==> config.mk <==
export PLATFORM = sky130hd
export DESIGN_NAME = mem_req_arbiter
export DESIGN_NICKNAME = d
export VERILOG_FILES = /design/src/rtl/mem_req_arbiter.sv
export SDC_FILE = /design/constraint.sdc
export NUM_CORES = 1
export LEC_CHECK = 0
export CAP_MARGIN = 15
export CORE_MARGIN = 2
export CORE_UTILIZATION = 45
export DETAILED_ROUTE_END_ITERATION = 8
export PLACE_DENSITY = 0.81
export RECOVER_POWER = 50
export SLEW_MARGIN = 25
export SYNTH_ARGS = -nofsm -noshare
export SYNTH_HDL_FRONTEND = slang
export SYNTH_SLANG_ARGS = --single-unit
==> constraint.sdc <==
create_clock -name clk -period 2.3 [get_ports clk]
set_input_delay 0.23 -clock clk [delete_from_list [all_inputs] [get_ports clk]]
set_output_delay 0.23 -clock clk [all_outputs]
set_load 0.05 [all_outputs]
==> src/rtl/mem_req_arbiter.sv <==
// Round-robin arbiter sharing one memory port between N_REQ requesters; latches the
// winner's mode/addr, runs the req/gnt/start/rdy handshake and returns rdy or err.
module mem_req_arbiter #(
    parameter int N_REQ   = 4,
    parameter int TIMEOUT = 15
) (
    input  logic                         clk,
    input  logic                         rst_n,
    input  logic [N_REQ-1:0]             cpu_req,
    input  logic [2*N_REQ-1:0]           cpu_mode,
    input  logic [8*N_REQ-1:0]           cpu_addr,
    output logic [N_REQ-1:0]             cpu_gnt,
    output logic [N_REQ-1:0]             cpu_rdy,
    output logic [N_REQ-1:0]             cpu_err,
    output logic [$clog2(N_REQ)-1:0]     owner_id,
    output logic                         busy,
    output logic                         mem_req,
    output logic                         mem_start,
    output logic [1:0]                   mem_mode,
    output logic [7:0]                   mem_addr,
    input  logic                         mem_gnt,
    input  logic                         mem_rdy
);

    localparam int IDW = $clog2(N_REQ);
    localparam logic [7:0] CNT_LAST = 8'(TIMEOUT - 1);

    typedef enum logic [2:0] {
        IDLE,
        REQ,
        START,
        WAIT,
        DONE
    } state_t;

    state_t         state;
    logic [IDW-1:0] rr_ptr;
    logic [7:0]     cnt;

    logic           pick_valid;
    logic [IDW-1:0] pick_id;
    logic [IDW:0]   cand;
    logic [1:0]     pick_mode;
    logic [7:0]     pick_addr;

    // First pending requester found walking upward from rr_ptr, wrapping at N_REQ.
    always_comb begin
        pick_valid = 1'b0;
        pick_id    = '0;
        cand       = '0;
        for (int i = 0; i < N_REQ; i++) begin
            cand = {1'b0, rr_ptr} + (IDW+1)'(i);
            if (cand >= (IDW+1)'(N_REQ)) begin
                cand = cand - (IDW+1)'(N_REQ);
            end
            if (!pick_valid && cpu_req[cand[IDW-1:0]]) begin
                pick_valid = 1'b1;
                pick_id    = cand[IDW-1:0];
            end
        end
    end

    always_comb begin
        pick_mode = '0;
        pick_addr = '0;
        for (int i = 0; i < N_REQ; i++) begin
            if (pick_id == IDW'(i)) begin
                pick_mode = cpu_mode[2*i +: 2];
                pick_addr = cpu_addr[8*i +: 8];
            end
        end
    end

    always_ff @(posedge clk or negedge rst_n) begin
        if (!rst_n) begin
            state     <= IDLE;
            rr_ptr    <= '0;
            cnt       <= '0;
            cpu_gnt   <= '0;
            cpu_rdy   <= '0;
            cpu_err   <= '0;
            owner_id  <= '0;
            busy      <= 1'b0;
            mem_req   <= 1'b0;
            mem_start <= 1'b0;
            mem_mode  <= '0;
            mem_addr  <= '0;
        end else begin
            mem_start <= 1'b0;
            cpu_rdy   <= '0;
            cpu_err   <= '0;
            case (state)
                IDLE: begin
                    if (pick_valid) begin
                        state    <= REQ;
                        busy     <= 1'b1;
                        mem_req  <= 1'b1;
                        owner_id <= pick_id;
                        cpu_gnt  <= N_REQ'(1) << pick_id;
                        mem_mode <= pick_mode;
                        mem_addr <= pick_addr;
                        cnt      <= '0;
                    end
                end
                // A grant arriving on the final counted cycle still wins over the abort.
                REQ: begin
                    if (mem_gnt) begin
                        state     <= START;
                        mem_start <= 1'b1;
                    end else if (cnt == CNT_LAST) begin
                        state   <= DONE;
                        mem_req <= 1'b0;
                        cpu_err <= cpu_gnt;
                    end else begin
                        cnt <= cnt + 8'd1;
                    end
                end
                START: begin
                    state <= WAIT;
                    cnt   <= '0;
                end
                WAIT: begin
                    if (mem_rdy) begin
                        state   <= DONE;
                        mem_req <= 1'b0;
                        cpu_rdy <= cpu_gnt;
                    end else if (cnt == CNT_LAST) begin
                        state   <= DONE;
                        mem_req <= 1'b0;
                        cpu_err <= cpu_gnt;
                    end else begin
                        cnt <= cnt + 8'd1;
                    end
                end
                DONE: begin
                    state    <= IDLE;
                    busy     <= 1'b0;
                    cpu_gnt  <= '0;
                    owner_id <= '0;
                    mem_mode <= '0;
                    mem_addr <= '0;
                    rr_ptr   <= (owner_id == IDW'(N_REQ - 1)) ? '0 : owner_id + 1'b1;
                end
                default: begin
                    state <= IDLE;
                end
            endcase
        end
    end

endmodule

Word level (Yosys, flattened, before mapping)
Cells that the tools add are included.

Logic and storage cells: 117. Output and inout port bits: 27. Register bits: 40. Input bits: 48.

Reduce and logical (&&, ||, !) cells: 14. $add $sub $neg: 9. Shift-type cells: 1. Order comparisons: 8. Muxes and demuxes: 61. Equal/unequal tests: 12.

Operators by type and width (number): $mux W8 (9); $pmux W8 S4 (1); $mux W2 (15); $mux W4 (6); $pmux W4 S2 (2); $pmux W8 S2 (1); $mux W1 (14); $lt A2 B3 Y1 const B (4); $mux W3 (4); $pmux W3 S4 (1); $ge A3 B3 Y1 const B (3); $add A8 B1 Y8 const B (1); $bmux W1 S2 (4); $eq A8 B4 Y1 const B (1); $pmux W2 S2 (2); $sub A2 B1 Y2 const B (4); $add A2 B2 Y3 const B (2); $eq A2 B2 Y1 const B (3); $eq A3 B2 Y1 const B (2); $ne A2 B2 Y1 const B (3); $reduce_and A4 Y1 (1); $reduce_bool A4 Y1 (1); $shl A1 B2 Y4 const A (1); $add A2 B1 Y3 const B (1); 15 further kinds (19).

Depth between registers and ports, before layout
Depth in word-level cells: 21. Gate-level depth with buffers: 7. Mapped depth without buffers: 7.

Least setup slack after synthesis
OpenSTA, ideal clock, no wires.

Path kind: register to register. From: reg cnt[0]. To: reg cnt[1]. Required time: 2175 ps. Data arrival time: 1695 ps. Cell stages (with the launch flop): 7. Path buffers: 0. Setup time: 125 ps. Slack: 480 ps. Period minus slack after synthesis: 1820 ps. Cell sequence: dfrtp_1 > inv_1 > ha_1 > nand4b_1 > o41ai_4 > a21oi_2 > mux2_4.

Cells in the longest elaborated chain, start to end: 4. Elaborated cells on any way between the ends: 6. Classes of those cells: add/sub: 1; eq/ne: 1; mux: 4.

RTL lines: start: declaration (RTL line 38) `logic [7:0] cnt;`; start signal: assignment (RTL line 115) `cnt <= cnt + 8'd1;`; start signal: assignment (RTL line 132) `cnt <= cnt + 8'd1;`; $add A8 B1 Y8 / $eq A8 B4 Y1 (equally long branches); $mux W8 * (RTL line 110, 127); $mux W8, on equally long branches (RTL line 123, 107); $pmux W8 S4 * (RTL line 92) `case (state)`.

Mark *: on every way between the ends. The rest lies on a longest branch, timed or not. The select of a mux whose other input is x is not followed. A chain may end at the register's enable or synchronous reset.

Worst setup path in the final report
Ends and elaborated chain as after synthesis.

==> metrics.log <==
INFO  metric run_status = finished with violations
INFO  metric failed_checks = max-capacitance violations, max-slew violations
INFO  metric final_layout_size_suffix_gt1_frac = 0.0906
INFO  metric critPathLaunchType = register
INFO  metric timing.critical_path.fanout_max = 6
INFO  metric max-vdd-ir-drop = approximately 0.7 mV
INFO  metric n_antenna_cell = 0
INFO  metric cts_tree = built
INFO  metric cts_hold_buffers = 0
INFO  metric global_route_wire_length_before_repair = 8390 um
INFO  metric dp.cells = 309
INFO  metric p_per_area = 1200 nW/um^2
INFO  metric cts_post_setup_buffers_inserted = 0
INFO  metric route.final.wire_length = 4810 um
INFO  metric finish.utilization = 0.669
INFO  metric p_int = 1.92 mW
INFO  metric i_o_pin_count = 75
INFO  metric ant_nets = 0
INFO  metric mostFrequentLayoutCell = sky130_fd_sc_hd__clkdlybuf4s50_1
INFO  metric critPathRequiredTime = 2.48 ns
INFO  metric clock_skew = 0.00940 ns
INFO  metric synth_seq_area_share = 0.481
INFO  metric drc_errors = 0
INFO  metric critical-path-max-stage-delay = between 0.5 and 0.6 ns
INFO  metric yosysUniqueCellTypes = 44
INFO  metric summed_negative_setup_slack_over_all_endpoints = 0 ns
INFO  metric worstSkewPairLatency = 0.29 ns
INFO  metric min-delay-path-class = reg -> reg
INFO  metric number_of_buffers_inserted_by_port_buffering = 74
INFO  metric cts.htree.levels = 2
INFO  metric final_worst_hold_slack = 0.503 ns
INFO  metric relative_slew_slack = -0.383
INFO  metric postSynthRegisterBits = 40
INFO  metric sw_frac_of_total = 0.459
INFO  metric number_of_warnings_issued_by_yosys = 0
INFO  metric fmax = approximately 0.48 GHz
INFO  metric unrepaired_setup_endpoints_after_global_routing = no
INFO  metric leakage = 1.27 nW
INFO  metric postSynth.topFlopCell = sky130_fd_sc_hd__dfrtp_1
INFO  metric post_route_insts_no_fill = 317
INFO  metric syn_inst = 187
INFO  metric clk_pin_slew_worst_paths = 0.08 ns
INFO  metric placement_rows = 24
INFO  metric synthesized_netlist_net_count = between 200 and 250
INFO  metric period_minus_slack = slightly above 2 ns
INFO  metric netlist_area = 2080 sq um
INFO  metric vias = 1732
INFO  metric dieArea = ~5200 sq um
INFO  metric first_global_vias = 1840
INFO  metric finalPower = between 3 and 4 mW
INFO  metric tightestPinTransition = a little over 2 ns
INFO  metric power_frac_clock = 0.138
INFO  metric die_w = roughly 72 um
INFO  metric core-area = 4410 sq um
INFO  metric final_nets = around 320
INFO  metric timing.final.setup_violations = 0
INFO  metric synth-edff-count = 0
INFO  metric wl_per_cell = approximately 15 um
INFO  metric finalWeightedCongestion = 0.795
INFO  metric timing_hold_violations_final = 0
INFO  metric drt-pass1-iter-count = 4
INFO  metric tritoncts.num_buffers = 5
INFO  metric ys_async_sr_fraction = 1.00
INFO  metric most_frequent_cells_in_the_layout = 68 x sky130_fd_sc_hd__clkdlybuf4s50_1, 40 x sky130_fd_sc_hd__dfrtp_1, 21 x sky130_fd_sc_hd__mux2i_1, 21 x sky130_fd_sc_hd__nand2_1, 13 x sky130_fd_sc_hd__nor2_1
INFO  metric category_of_the_worst_setup_path_capture_point = register
INFO  metric routed_via_density = 5.46
INFO  metric gr-total-overflow = 0
INFO  metric critical-path-slowest-cell = sky130_fd_sc_hd__o41ai_4
INFO  metric seqPwrFrac = 0.315
INFO  metric crit_arrival = about 2.2 ns
INFO  metric clock_path_buffers = 2
INFO  metric clock-root-buffer = sky130_fd_sc_hd__clkbuf_8
INFO  metric maxCapViolations = 1
INFO  metric die_y = 72.0 um
INFO  metric syn_to_final_growth = 42.1%
INFO  metric detailedPlacementHpwl = 3700 um
INFO  metric combinationalPowerShare = 0.547
INFO  metric timing.critical_path.cells = inv_1 -> ha_1 -> nand4b_1 -> o41ai_4 -> a21oi_2 -> mux2_4
INFO  metric drv_slew = 41
INFO  metric drt-initial-drc-count = 114
INFO  metric grt_max_degree = 41
INFO  metric syn-mean-instance-area = 11.1 sq um
INFO  metric cts_resized = 0
INFO  metric cts.sink_count = 40
INFO  metric floorplan.initialDensity = 0.471
INFO  metric final_min_period_over_clock_period = 0.897
INFO  metric antenna_violations_before_repair = 0
INFO  metric worst_setup_path_type = reg -> reg
INFO  metric track_usage = 0.208
INFO  metric switchingPower = 1.63 mW
Yosys cell counts, types with 4 or more instances:
cell	number	area [sq um]
sky130_fd_sc_hd__and3_1	5	31.3
sky130_fd_sc_hd__nand2_1	21	78.8
sky130_fd_sc_hd__mux2i_1	21	210
sky130_fd_sc_hd__inv_1	7	26.3
sky130_fd_sc_hd__nand3_1	4	20.0
sky130_fd_sc_hd__dfrtp_1	40	1000
sky130_fd_sc_hd__nor2_1	13	48.8
sky130_fd_sc_hd__and2_1	5	31.3
sky130_fd_sc_hd__o21ai_0	7	35.0
sky130_fd_sc_hd__a21oi_1	7	35.0
sky130_fd_sc_hd__xnor2_1	5	43.8
sky130_fd_sc_hd__o221ai_1	10	87.6
final timing paths:
kind,start,endpoint,slack (ns),cells after the start
worst max register to register,cnt[0],cnt[1],0.24,6
worst min register to register,busy,busy,0.50,1
max in group asynchronous,rst_n,mem_mode[0],0.58,1
worst min-delay path,busy,busy,0.50,1
worst max-delay path,cnt[0],cnt[1],0.24,6
min in group asynchronous,rst_n,cnt[5],0.53,1
sequential cells by signal (all words and copies together) (netlist names):
register   cells
busy           1
cnt            8
cpu_err        4
cpu_gnt        4
cpu_rdy        4
mem_addr       8
mem_mode       2
mem_req        1
mem_start      1
owner_id       2
rr_ptr         2
state          3
cells by family (layout without fill, tap and decap cells):
| group | after synthesis | count (layout) | synth area share |
|---|---|---|---|
| DFF | 40 | 40 | 0.481 |
| buffers and inverters | 15 | 93 | 0.0409 |
| muxes | 24 | 24 | 0.125 |
| and+or+nand+nor | 59 | 59 | 0.142 |
| xor gates and xnor gates | 5 | 5 | 0.0211 |
| AOI/OAI and AO/OA | 41 | 41 | 0.172 |
| adders and majority gates | 3 | 3 | 0.0181 |
critical path, delay by kind of cell (launching register included):
kind / cells / cell delay (ns)
mux: 1 / 0.34
flops: 1 / 0.42
fa+ha+maj: 1 / 0.16
simple gates: 1 / 0.16
buf+inv: 1 / 0.11
compound gates: 2 / 0.78
final cells by class:
class / instances / area [sq um]
Clock buffer: 6 / 82.6
Clock inverter: 2 / 15.0
Fill cell: 361 / 1460
Inverter: 7 / 26.3
Multi-Input combinational cell: 132 / 987
Sequential cell: 40 / 1000
Tap cell: 52 / 65.1
Timing Repair Buffer: 78 / 777
layer usage:
metal	vias up	GRT usage	routed length (um)
met2	71	0.361	2380
met3	9	0.0708	348
met1	812	0.234	2000
met5	-	0	0
li1	840	-	-
met4	0	0.0818	85
through the flow:
step                instance area [sq um]  setup WS, ns
floorplan                            2080         0.480
CTS                                  2960         0.239
global route                         2950         0.114
detailed placement                   2860         0.138
finish                               2950         0.236
global placement                     2860         0.280
power groups by stage:
| stage | Sequential (mW) | Clock [mW] | Combinational (mW) |
|---|---|---|---|
| after floorplan | 1.59 | 0 | 0.857 |
| after global placement | 1.11 | 0 | 1.91 |
| after detailed placement | 1.12 | 0 | 1.95 |
| after CTS | 1.11 | 0.499 | 1.95 |
| after global routing | 1.15 | 0.533 | 2.08 |
| final | 1.11 | 0.489 | 1.94 |
Power figures use the tool's default switching activity.
